**config.mk**
```make
export PLATFORM = sky130hd
export DESIGN_NAME = pipe_reg_chain
export DESIGN_NICKNAME = d
export VERILOG_FILES = /design/src/rtl/mips_pipe_pkg.sv /design/src/rtl/pipe_stage.sv /design/src/rtl/pipe_reg_chain.sv
export SDC_FILE = /design/constraint.sdc
export NUM_CORES = 1
export LEC_CHECK = 0
export ABC_CLOCK_PERIOD_IN_PS = 2700
export CORE_AREA = 2 2 58 60
export CTS_BUF_LIST = sky130_fd_sc_hd__clkbuf_4 sky130_fd_sc_hd__clkbuf_8
export DETAILED_ROUTE_END_ITERATION = 16
export DIE_AREA = 0 0 60 62
export DONT_BUFFER_PORTS = 1
export SLEW_MARGIN = 20
export SYNTH_ARGS = -nofsm -noshare
export SYNTH_HDL_FRONTEND = slang
export SYNTH_SLANG_ARGS = --single-unit
```
**constraint.sdc**
```tcl
create_clock -name clock -period 2.7 [get_ports clock]
set_input_delay 0.54 -clock clock [delete_from_list [all_inputs] [get_ports clock]]
set_output_delay 0.54 -clock clock [all_outputs]
set_load 0.1 [all_outputs]
```
**src/rtl/mips_pipe_pkg.sv**
```systemverilog
// rtl/mips_pipe_pkg.sv - shared types and limits for pipeline register chains
package mips_pipe_pkg;

  // COLLAPSE squeezes bubbles out; LOCKSTEP shifts every stage together
  typedef enum logic {
    PIPE_COLLAPSE,
    PIPE_LOCKSTEP
  } pipe_mode_e;

  localparam int PIPE_MAX_DEPTH = 8;

endpackage

```
**src/rtl/pipe_stage.sv**
```systemverilog
// rtl/pipe_stage.sv - one valid-tagged register stage of a pipeline chain
module pipe_stage #(
  parameter int               WIDTH = 32,
  parameter logic [WIDTH-1:0] INIT  = '0
) (
  input  logic             clock,
  input  logic             reset,
  input  logic             flush,
  input  logic             load,
  input  logic             d_valid,
  input  logic [WIDTH-1:0] d,
  output logic             q_valid,
  output logic [WIDTH-1:0] q
);

  logic             valid_q, valid_d;
  logic [WIDTH-1:0] data_q, data_d;

  // next state: a bubble load only clears valid, data is kept to avoid toggling
  always_comb begin
    valid_d = valid_q;
    data_d  = data_q;
    if (load) begin
      valid_d = d_valid;
      if (d_valid) begin
        data_d = d;
      end
    end
  end

  // reset and flush both return the stage to INIT with no valid word
  always_ff @(posedge clock) begin
    if (reset || flush) begin
      valid_q <= 1'b0;
      data_q  <= INIT;
    end else begin
      valid_q <= valid_d;
      data_q  <= data_d;
    end
  end

  assign q_valid = valid_q;
  assign q       = data_q;

endmodule

```
**src/rtl/pipe_reg_chain.sv**
```systemverilog
// rtl/pipe_reg_chain.sv - DEPTH-stage ready/valid pipeline register chain
module pipe_reg_chain
  import mips_pipe_pkg::*;
#(
  parameter int               WIDTH = 32,
  parameter int               DEPTH = 1,
  parameter logic [WIDTH-1:0] INIT  = '0,
  parameter pipe_mode_e       MODE  = PIPE_COLLAPSE
) (
  input  logic                       clock,
  input  logic                       reset,
  input  logic                       flush,
  input  logic                       in_valid,
  output logic                       in_ready,
  input  logic [WIDTH-1:0]           in_data,
  output logic                       out_valid,
  input  logic                       out_ready,
  output logic [WIDTH-1:0]           out_data,
  output logic [$clog2(DEPTH+1)-1:0] occupancy
);

  localparam int OCC_W = $clog2(DEPTH + 1);

  if (DEPTH < 1 || DEPTH > PIPE_MAX_DEPTH) begin : g_depth_check
    $error("pipe_reg_chain: DEPTH must be within 1..8");
  end

  logic [DEPTH-1:0] stg_valid;
  logic [WIDTH-1:0] stg_data [DEPTH];
  logic [DEPTH-1:0] rdy;
  logic [DEPTH-1:0] load;
  logic             adv;
  logic             in_xfer;
  logic             out_xfer;
  logic [OCC_W-1:0] occ_q, occ_d;

  // collapse ready chain: a stage can take a word if it is empty or anything downstream drains
  always_comb begin
    logic rdy_acc;
    rdy_acc = out_ready;
    rdy     = '0;
    for (int i = DEPTH - 1; i >= 0; i--) begin
      rdy_acc = rdy_acc || !stg_valid[i];
      rdy[i]  = rdy_acc;
    end
  end

  assign adv       = !stg_valid[DEPTH-1] || out_ready;
  assign in_ready  = ((MODE == PIPE_LOCKSTEP) ? adv : rdy[0]) && !flush && !reset;
  assign in_xfer   = in_valid && in_ready;
  assign out_valid = stg_valid[DEPTH-1];
  assign out_data  = stg_data[DEPTH-1];
  assign out_xfer  = out_valid && out_ready;

  // lockstep moves the whole chain at once; collapse moves each stage on its own ready
  always_comb begin
    load = '0;
    for (int i = 0; i < DEPTH; i++) begin
      load[i] = (MODE == PIPE_LOCKSTEP) ? adv : rdy[i];
    end
  end

  for (genvar g = 0; g < DEPTH; g++) begin : g_stage
    logic             d_valid_s;
    logic [WIDTH-1:0] d_s;
    if (g == 0) begin : g_head
      assign d_valid_s = in_xfer;
      assign d_s       = in_data;
    end else begin : g_body
      assign d_valid_s = stg_valid[g-1];
      assign d_s       = stg_data[g-1];
    end
    pipe_stage #(
      .WIDTH (WIDTH),
      .INIT  (INIT)
    ) u_stage (
      .clock   (clock),
      .reset   (reset),
      .flush   (flush),
      .load    (load[g]),
      .d_valid (d_valid_s),
      .d       (d_s),
      .q_valid (stg_valid[g]),
      .q       (stg_data[g])
    );
  end

  // occupancy tracks transfers rather than counting valid bits
  always_comb begin
    occ_d = occ_q + OCC_W'(in_xfer) - OCC_W'(out_xfer);
  end

  // occupancy register, cleared together with the stages
  always_ff @(posedge clock) begin
    if (reset || flush) begin
      occ_q <= '0;
    end else begin
      occ_q <= occ_d;
    end
  end

  assign occupancy = occ_q;

endmodule

```
==> impl_metrics.csv <==
group,metric,value,unit
outcome,outcome,"finished clean",
worst_setup_path,critPathMaxFanout,2,
global_route,grt_max_degree,35,
worst_setup_path,startpoint,"g_stage[0].u_stage.q[27]",
timing,fin_crit,1.85,ns
timing,skew,0.00282,ns
logic_synthesis,synthesis.nets,191,
placed_design,dp_slack,1.20,ns
global_route,grt_antenna_before_repair,0,
die,core,3180,um2
timing,tns,0,ns
pwr,max-vdd-ir-drop,0.000303,V
cts,htree_levels,2,
timing,maxSlewHeadroom,0.338,
cts,cts_buffers,5,
route,top_layer_used,"met4",
min_path,hold_start,"in_valid",
timing,hold_violations,0,
global_route,grt-ovfl-total,0,
route,postRouteAntennaNets,0,
flow_run,cap_violations,0,
route,drt-met1-wl,1170,um
route,routed_wl,3030,um
final_layout,antennaDiodeCount,0,
die,rows,21,
pwr,p_switching,0.343,mW
logic_synthesis,syn_area,1500,um2
timing,max_freq,540,MHz
final_layout,drive_gt1_frac,0.404,
worst_setup_path,endpoint_kind,"output port",
global_route,grt_pass1_wl,4590,um
route,wl_met2,1590,um
cts,cts-resized-gates,0,
final_layout,layout_common_cells,"dfxtp_1 (34), inv_1 (32), o211ai_1 (32)",
logic_synthesis,ys_ff_latch,34,
timing,report.final.slew_viol_count,0,
placed_design,portBuffers,0,
route,wl_per_cell,13.5,um
cts,cts_tree,"yes",
die,initial_utilization,0.471,
min_path,hp-class,"primary input to flip-flop",
cts,postCtsHoldBufs,0,
final_layout,fin_nets,216,
route,vias,1137,
timing,period_share,0.686,
final_layout,fin_cells,224,
pwr,p_seq_frac,0.566,
placed_design,dp.cells,218,
pwr,internal_power,0.680,mW
cts,cts_root_buf,"clkbuf_4",
pwr,pwr-share-clk,0.260,
route,drtPass1Iterations,4,
worst_setup_path,critical_path_class,"flip-flop to output port",
worst_setup_path,required,2.16,ns
logic_synthesis,yosys_warnings,0,
cts,clk_pin_slew,0.09,ns
logic_synthesis,synth.distinct_cells,17,
route,route.met3.wl,231,um
worst_setup_path,arrival,1.31,ns
pwr,share_comb_of_total_power,0.174,
pwr,powerDensity,569,nW/um2
global_route,grt_pass1_vias,1039,
timing,setup_slack,0.848,ns
timing,tightestPinTransition,0.992,ns
die,die_area,3720,um2
route,drc,0,
logic_synthesis,yosysSeqAreaShare,0.454,
worst_setup_path,cp-start-kind,"flip-flop",
route,drt-initial-drc-count,61,
logic_synthesis,synth_area_per_cell,9.73,um2
timing,finalSetupViolations,0,
placed_design,place.gp.congestion,0.597,
cts,clk_latency,0.32,ns
cts,cts.sinks,34,
cts,cts_setup_buffers,0,
logic_synthesis,syn_inst,154,
die,fp.dieW,60,um
final_layout,n_fill_cell,295,
final_layout,final_common_cell,"dfxtp_1",
route,viasPerCell,5.08,
global_route,grt_use_total,0.171,
worst_setup_path,r2r-start,"g_stage[0].u_stage.q[27]",
pwr,p_leak,0.825,nW
timing,rsz0062_at_grt,"false",
pwr,sw_frac_of_total,0.336,
die,io_pins,72,
die,die_h,62,um
timing,fin_hold_ws,0.348,ns
cts,cts_buffer_depth,2,
final_layout,area_delta_synth_final,20.0,%
placed_design,dp_hpwl,2160,um
-- stage by stage --
stage	area [um2]	util	power, mW
floorplan	1510	-	0.733
global placement	1750	0.549	0.766
detailed placement	1750	0.549	0.770
CTS	1800	0.566	1.04
global route	1800	0.566	1.09
finish	1800	0.566	1.02
-- cell families (layout without fill, tap and decap cells) --
| logic type | count (synthesis) | after routing | share of synthesized area |
|---|---|---|---|
| multiplexers | 1 | 1 | 0.00668 |
| AND/OR/NAND/NOR | 7 | 7 | 0.0451 |
| buffers and inverters | 46 | 70 | 0.143 |
| flip-flops | 34 | 34 | 0.454 |
| AO/OA/AOI/OAI | 66 | 66 | 0.351 |
-- synthesized netlist by cell type --
| cell type | number | area, um2 |
|---|---|---|
| dfxtp_1 | 34 | 681 |
| nand2_1 | 1 | 3.75 |
| mux2i_1 | 1 | 10.0 |
| nand3b_1 | 1 | 7.51 |
| nand3b_4 | 1 | 20.0 |
| buf_6 | 4 | 45.0 |
| o21a_1 | 1 | 7.51 |
| o21ai_0 | 3 | 15.0 |
| or3_1 | 1 | 6.26 |
| o211ai_1 | 32 | 240 |
| o21ai_2 | 30 | 263 |
| inv_1 | 32 | 120 |
| nor2b_4 | 1 | 13.8 |
| nor2_4 | 1 | 11.3 |
| buf_2 | 9 | 45.0 |
| inv_2 | 1 | 3.75 |
| nor3_1 | 1 | 5.00 |
-- registers in the layout, summed over array words and instances, names as in the netlist --
signal and count:
occupancy 1, g_stage.u_stage.q_valid 1, g_stage.u_stage.q 32
-- per-layer routing --
layer  track usage  vias to the layer above
li1              -                      573
met1         0.178                      512
met2         0.307                       46
met3        0.0766                        6
met4        0.0571                        0
met5             0                        -
-- power groups by stage --
stage                     clock network (mW)  registers, mW  logic [mW]
after CTS                              0.284          0.580       0.179
after global placement                     0          0.591       0.175
after floorplan                            0          0.665      0.0686
after detailed placement                   0          0.591       0.179
after global routing                   0.318          0.582       0.187
final                                  0.266          0.580       0.178
-- final cells by class --
class	count	area (um2)	area share
Clock buffer	6	51.3	0.0285
Inverter	33	124	0.0689
Multi-Input combinational cell	74	614	0.342
Sequential cell	34	681	0.379
Tap cell	46	57.6	0.0320
Timing Repair Buffer	31	270	0.150
-- worst paths after layout --
kind / to / slack (ns) / cells past startpoint
setup / recovery: out_data[27] / 0.85 / 0
hold / removal: g_stage[0].u_stage.q_valid / 0.35 / 1
setup reg to reg: g_stage[0].u_stage.q[27] / 1.24 / 3
hold reg to reg: occupancy / 0.73 / 3
(Power assumes the default switching activity.)
